==> src/rtl/cu_decimation_mc.sv <==
// Multi-channel ADC decimator: pick-last or boxcar over 2^rate strobes, TDM output.
// Define CU_DEC_ROUND_EN for round-half-up averaging (default: floor).
module cu_decimation_mc #(
   parameter int WIDTH    = 16,
   parameter int CH       = 4,
   parameter int CHW      = 2,
   parameter int RATE_MAX = 7,
   parameter int RW       = 3
) (
   input  logic                clk,
   input  logic                reset,
   input  logic                drdy,
   input  logic [CH*WIDTH-1:0] datain,
   input  logic [RW-1:0]       rate,
   input  logic                mode,
   output logic [WIDTH-1:0]    dataout,
   output logic [CHW-1:0]      chan_out,
   output logic                data_rdy,
   output logic                frame_start,
   output logic                busy,
   output logic                overrun
);
   localparam int AW = WIDTH + RATE_MAX;
   localparam int NW = RATE_MAX + 1;

   typedef enum logic {S_IDLE, S_SEND} state_t;

   logic                 r_s1, r_s2, r_s3;
   logic [NW-1:0]        r_cnt;
   logic [RW-1:0]        r_rate;
   logic                 r_mode;
   logic signed [AW-1:0] r_acc  [CH];
   logic [WIDTH-1:0]     r_res  [CH];
   logic [WIDTH-1:0]     r_snap [CH];
   logic                 r_done;
   logic                 r_go;
   state_t               r_st;

   logic                 w_stb;
   logic                 w_first;
   logic                 w_last;
   logic                 w_mode;
   logic [RW-1:0]        w_rate_new;
   logic [RW-1:0]        w_rate;
   logic [NW-1:0]        w_n;
   logic [CHW-1:0]       w_nxt;
   logic signed [AW-1:0] w_rnd;
   logic signed [AW-1:0] w_sum [CH];
   logic [WIDTH-1:0]     w_res [CH];

   assign w_stb      = r_s2 & ~r_s3;
   assign w_first    = (r_cnt == '0);
   assign w_rate_new = (int'(rate) > RATE_MAX) ? RW'(RATE_MAX) : rate;
   assign w_rate     = w_first ? w_rate_new : r_rate;
   assign w_mode     = w_first ? mode : r_mode;
   assign w_n        = NW'(1) << w_rate;
   assign w_last     = (r_cnt == w_n - 1'b1);
   assign w_nxt      = chan_out + 1'b1;

   always_comb begin
      w_rnd = '0;
`ifdef CU_DEC_ROUND_EN
      if (w_rate != '0)
         w_rnd = AW'(1) << (w_rate - 1'b1);
`endif
      for (int k = 0; k < CH; k++) begin
         w_sum[k] = AW'($signed(datain[k*WIDTH +: WIDTH]));
         if (!w_first)
            w_sum[k] = w_sum[k] + r_acc[k];
         w_res[k] = w_mode ? WIDTH'((w_sum[k] + w_rnd) >>> w_rate)
                           : datain[k*WIDTH +: WIDTH];
      end
   end

   always_ff @(posedge clk or negedge reset) begin
      if (!reset) begin
         r_s1    <= 1'b0;
         r_s2    <= 1'b0;
         r_s3    <= 1'b0;
         r_cnt   <= '0;
         r_rate  <= '0;
         r_mode  <= 1'b0;
         r_done  <= 1'b0;
         r_go    <= 1'b0;
         overrun <= 1'b0;
         for (int k = 0; k < CH; k++) begin
            r_acc[k]  <= '0;
            r_res[k]  <= '0;
            r_snap[k] <= '0;
         end
      end else begin
         r_s1   <= drdy;
         r_s2   <= r_s1;
         r_s3   <= r_s2;
         r_done <= w_stb & w_last;
         r_go   <= 1'b0;
         if (w_stb) begin
            r_cnt <= w_last ? '0 : r_cnt + 1'b1;
            if (w_first) begin
               r_rate <= w_rate_new;
               r_mode <= mode;
            end
            for (int k = 0; k < CH; k++)
               r_acc[k] <= w_sum[k];
            if (w_last)
               for (int k = 0; k < CH; k++)
                  r_res[k] <= w_res[k];
         end
         // a finished block only reaches the snapshot if no frame is in flight
         if (r_done) begin
            if (busy || r_go) begin
               overrun <= 1'b1;
            end else begin
               for (int k = 0; k < CH; k++)
                  r_snap[k] <= r_res[k];
               r_go <= 1'b1;
            end
         end
      end
   end

   always_ff @(posedge clk or negedge reset) begin
      if (!reset) begin
         r_st        <= S_IDLE;
         dataout     <= '0;
         chan_out    <= '0;
         data_rdy    <= 1'b0;
         frame_start <= 1'b0;
         busy        <= 1'b0;
      end else begin
         unique case (r_st)
            S_IDLE: begin
               if (r_go) begin
                  r_st        <= S_SEND;
                  dataout     <= r_snap[0];
                  chan_out    <= '0;
                  data_rdy    <= 1'b1;
                  frame_start <= 1'b1;
                  busy        <= 1'b1;
               end
            end
            S_SEND: begin
               frame_start <= 1'b0;
               if (chan_out == CHW'(CH-1)) begin
                  r_st     <= S_IDLE;
                  data_rdy <= 1'b0;
                  busy     <= 1'b0;
               end else begin
                  chan_out <= w_nxt;
                  dataout  <= r_snap[w_nxt];
               end
            end
         endcase
      end
   end

endmodule

==> config.mk <==
export PLATFORM = sky130hd
export DESIGN_NAME = cu_decimation_mc
export DESIGN_NICKNAME = d
export VERILOG_FILES = /design/src/rtl/cu_decimation_mc.sv
export SDC_FILE = /design/constraint.sdc
export NUM_CORES = 1
export LEC_CHECK = 0
export BUFFER_PORTS_ARGS = -buffer_cell sky130_fd_sc_hd__buf_2
export CORE_AREA = 2 2 216 218
export DETAILED_ROUTE_END_ITERATION = 12
export DIE_AREA = 0 0 218 220
export PLACE_DENSITY = 0.6
export SYNTH_ARGS = -nofsm -noshare
export SYNTH_HDL_FRONTEND = slang
export SYNTH_SLANG_ARGS = --single-unit
==> constraint.sdc <==
create_clock -name clk -period 12.6 [get_ports clk]
set_input_delay 1.89 -clock clk [delete_from_list [all_inputs] [get_ports clk]]
set_output_delay 1.89 -clock clk [all_outputs]
set_load 0.01 [all_outputs]
==> results.ini <==
[status]
status = finished clean

[synth]
yosysMostFrequentCell = nand2_1
syn_avg_cell_area_um2 = 8.193
synth-main-ff-cell = dfrtp_1
ys_seq_area_share_pct = 31.81
synth_cells = 2487
ys_types = 87
synth_top_area_cell = dfrtp_1
synth_edf_count = 0
syn_area_um2 = 20380
netlist.area_leader.share_pct = 31.81
yosysWarnings = 0
synth_seq_cells = 259
syn_nets = 2654
synth_area_leaders = dfrtp_1 32%, nand2_1 6.7%, o21ai_0 6.2%
synthArstFlopShare_pct = 100.0
ys_top_cells_by_count = 365 x nand2_1, 259 x dfrtp_1, 251 x o21ai_0

[final_layout]
fin_nets = 2636
drive_gt1_share_pct = 12.36
syn_to_final_growth_pct = 9.486
num_antenna_cells = 0
final_cells = 3098
multi_input_area_um2 = 13130
design_area_um2 = 22310
register_area_um2 = 6481
n_fill_cell = 4542

[route]
wl_per_cell_um = 24.50
routed-via-count = 20190
dr.first_iter.drc_count = 2097
via_per_inst = 6.516
firstDrtPassIters = 6
ant_nets = 0
drt_drc_violations_left = 0
wl_mm = 75.90

[clock_network]
cts_root_buf = clkbuf_16
cts_max_path_buffers = 3
cts-htree-levels = 2
cts_buffers = 34
cts_tree = done
cts_hold_buf = 0
clock_sinks = 259
clk_latency_ps = 550
cts_setup_buffers = 0
cts_resized = 0
clk_pin_slew_ps = 60

[global_route]
grt_start_max_net_pins = 159
antenna_found_initial = 3
grt_first_pass_wirelength_mm = 116.6
overflow = 0
grt_usage_pct = 31.60
grt_pass1_vias = 18900

[sta]
timing.final.crit_period_ps = 6943
finalHoldViolations = 0
fmax_ghz = 0.1440
finalSetupViolations = 0
period_share_pct = 55.10
worstMarginPinSlew_ps = 1195
drv_slew = 0
skew_ps = 17.32
relSlewSlack_pct = 19.99
setup_tns_ps = 0
grt_setup_unrepaired = false

[setup_path]
arrival_ps = 7390
cp_max_fo = 29
setup.worst_path.class = reg -> reg
crit_path_start_kind = flop
cp.required_ps = 13050
cp-end-kind = flop

[floorplanning]
die_h_um = 220
die_area_um2 = 47960
core_um2 = 45860
rows = 79
fp.dieW_um = 218
boundaryPins = 93
start_util_pct = 44.43

[power]
power.share.sequential_pct = 21.2
switchingPower_mw = 2.541
intPower_mw = 2.653
powerDensity_nw_per_um2 = 232.8
power_frac_clock_pct = 19.1
combPwrFrac_pct = 59.7
power.leakage_nw = 9.970
ir_drop_uv = 98.18
power.switching_fraction_pct = 48.93

[placed_design]
port_buffers = 92
placed_cell_area_um2 = 21210
post-place-cells = 3040
place_congestion = 0.9684
hpwl_mm = 54.54

[run]
maxCapViolations = 0

[hold_path]
min_path_type = reg -> reg

kinds of logic (layout without fill, tap and decap cells):
kind of cell,Yosys count,after routing,share of synthesized area [%]
AOI/OAI and AO/OA,890,890,28.02
and+or+nand+nor,830,830,18.77
DFF,259,259,31.81
buffers and inverters,211,215,4.280
muxes,158,158,9.235
adders and majority gates,96,96,6.042
xor gates and xnor gates,43,43,1.848
worst paths after layout:
| check | cells after the start | to | start | slack (ps) |
|---|---|---|---|---|
| setup / recovery | 19 | r_res[26] | r_cnt[0] | 5660 |
| max in group asynchronous | 2 | r_acc[17] | reset | 9730 |
| hold reg to reg | 0 | r_s2 | r_s1 | 350 |
| hold / removal | 0 | r_s2 | r_s1 | 350 |
| setup reg to reg | 19 | r_res[26] | r_cnt[0] | 5660 |
| min in group asynchronous | 1 | r_acc[77] | reset | 1390 |
through the flow:
| stage | total power [mW] | hold slack (ps) | worst slack (ps) | util, % |
|---|---|---|---|---|
| detailed placement | 4.120 | 334.7 | 5528 | 46.24 |
| global placement | 4.100 | 341.8 | 5735 | 46.24 |
| global route | 5.545 | 371.8 | 5243 | 48.64 |
| finish | 5.194 | 347.0 | 5657 | 48.64 |
| floorplan | 3.260 | 331.2 | 7036 | - |
| CTS | 5.127 | 348.4 | 5743 | 48.64 |
registers in the layout (all words and copies together), names as in the netlist, 2 cells and up:
register and count:
r_cnt 8, dataout 16, r_res 64, r_snap 64
r_acc 92, chan_out 2, r_rate 3
critical path, cell delays in order (launching register included):
cell and delay, ps:
dfrtp_1 460, inv_1 110, ha_1 150, or3b_2 590, nor2_4 760, buf_4 460
a21oi_4 100, nand3_1 400, ha_1 360, xor2_1 340, nand3_1 120, o311a_1 140
a2111o_1 410, nor3_2 520, nand2_2 220, inv_2 170, nand2_2 260, nor2_1 920
o211ai_1 190, o21ai_0 140
routing by layer:
layer,global-route usage [%],share of wire [%]
met1,44.17,44
met2,49.22,44
met5,0,0.011
met3,5.342,8.5
met4,11.13,3.5
power by group through the flow:
stage                     logic, mW  clock network [mW]  registers [mW]
after floorplan                2.19                   0            1.07
after global placement         2.99                   0            1.11
after detailed placement       3.01                   0            1.11
after CTS                      3.02                1.00            1.10
after global routing           3.38                1.04            1.12
final                          3.10               0.992            1.10
cell type report:
type | count | share of cell area, %
Clock buffer | 45 | 4.363
Clock inverter | 13 | 0.5889
Inverter | 35 | 0.5889
Multi-Input combinational cell | 2017 | 58.83
Sequential cell | 259 | 29.05
Tap cell | 607 | 3.404
Timing Repair Buffer | 122 | 3.174
cell usage in the layout (no fill, tap or decap), types with 35 or more instances in the layout:
cell and n:
clkbuf_16 35, a31oi_1 39, nor2_1 159, o21a_1 35, dfrtp_1 259, a21o_1 36
o31ai_1 35, buf_2 91, nand2_1 362, a21oi_1 183, a211oi_1 47, ha_1 92
nand3_1 39, o211ai_1 40, nor3_1 65, mux2_2 70, mux2i_1 70, and3_1 39
o22ai_1 40, o21ai_0 251
Note: power is estimated with default switching activity, not from simulation.
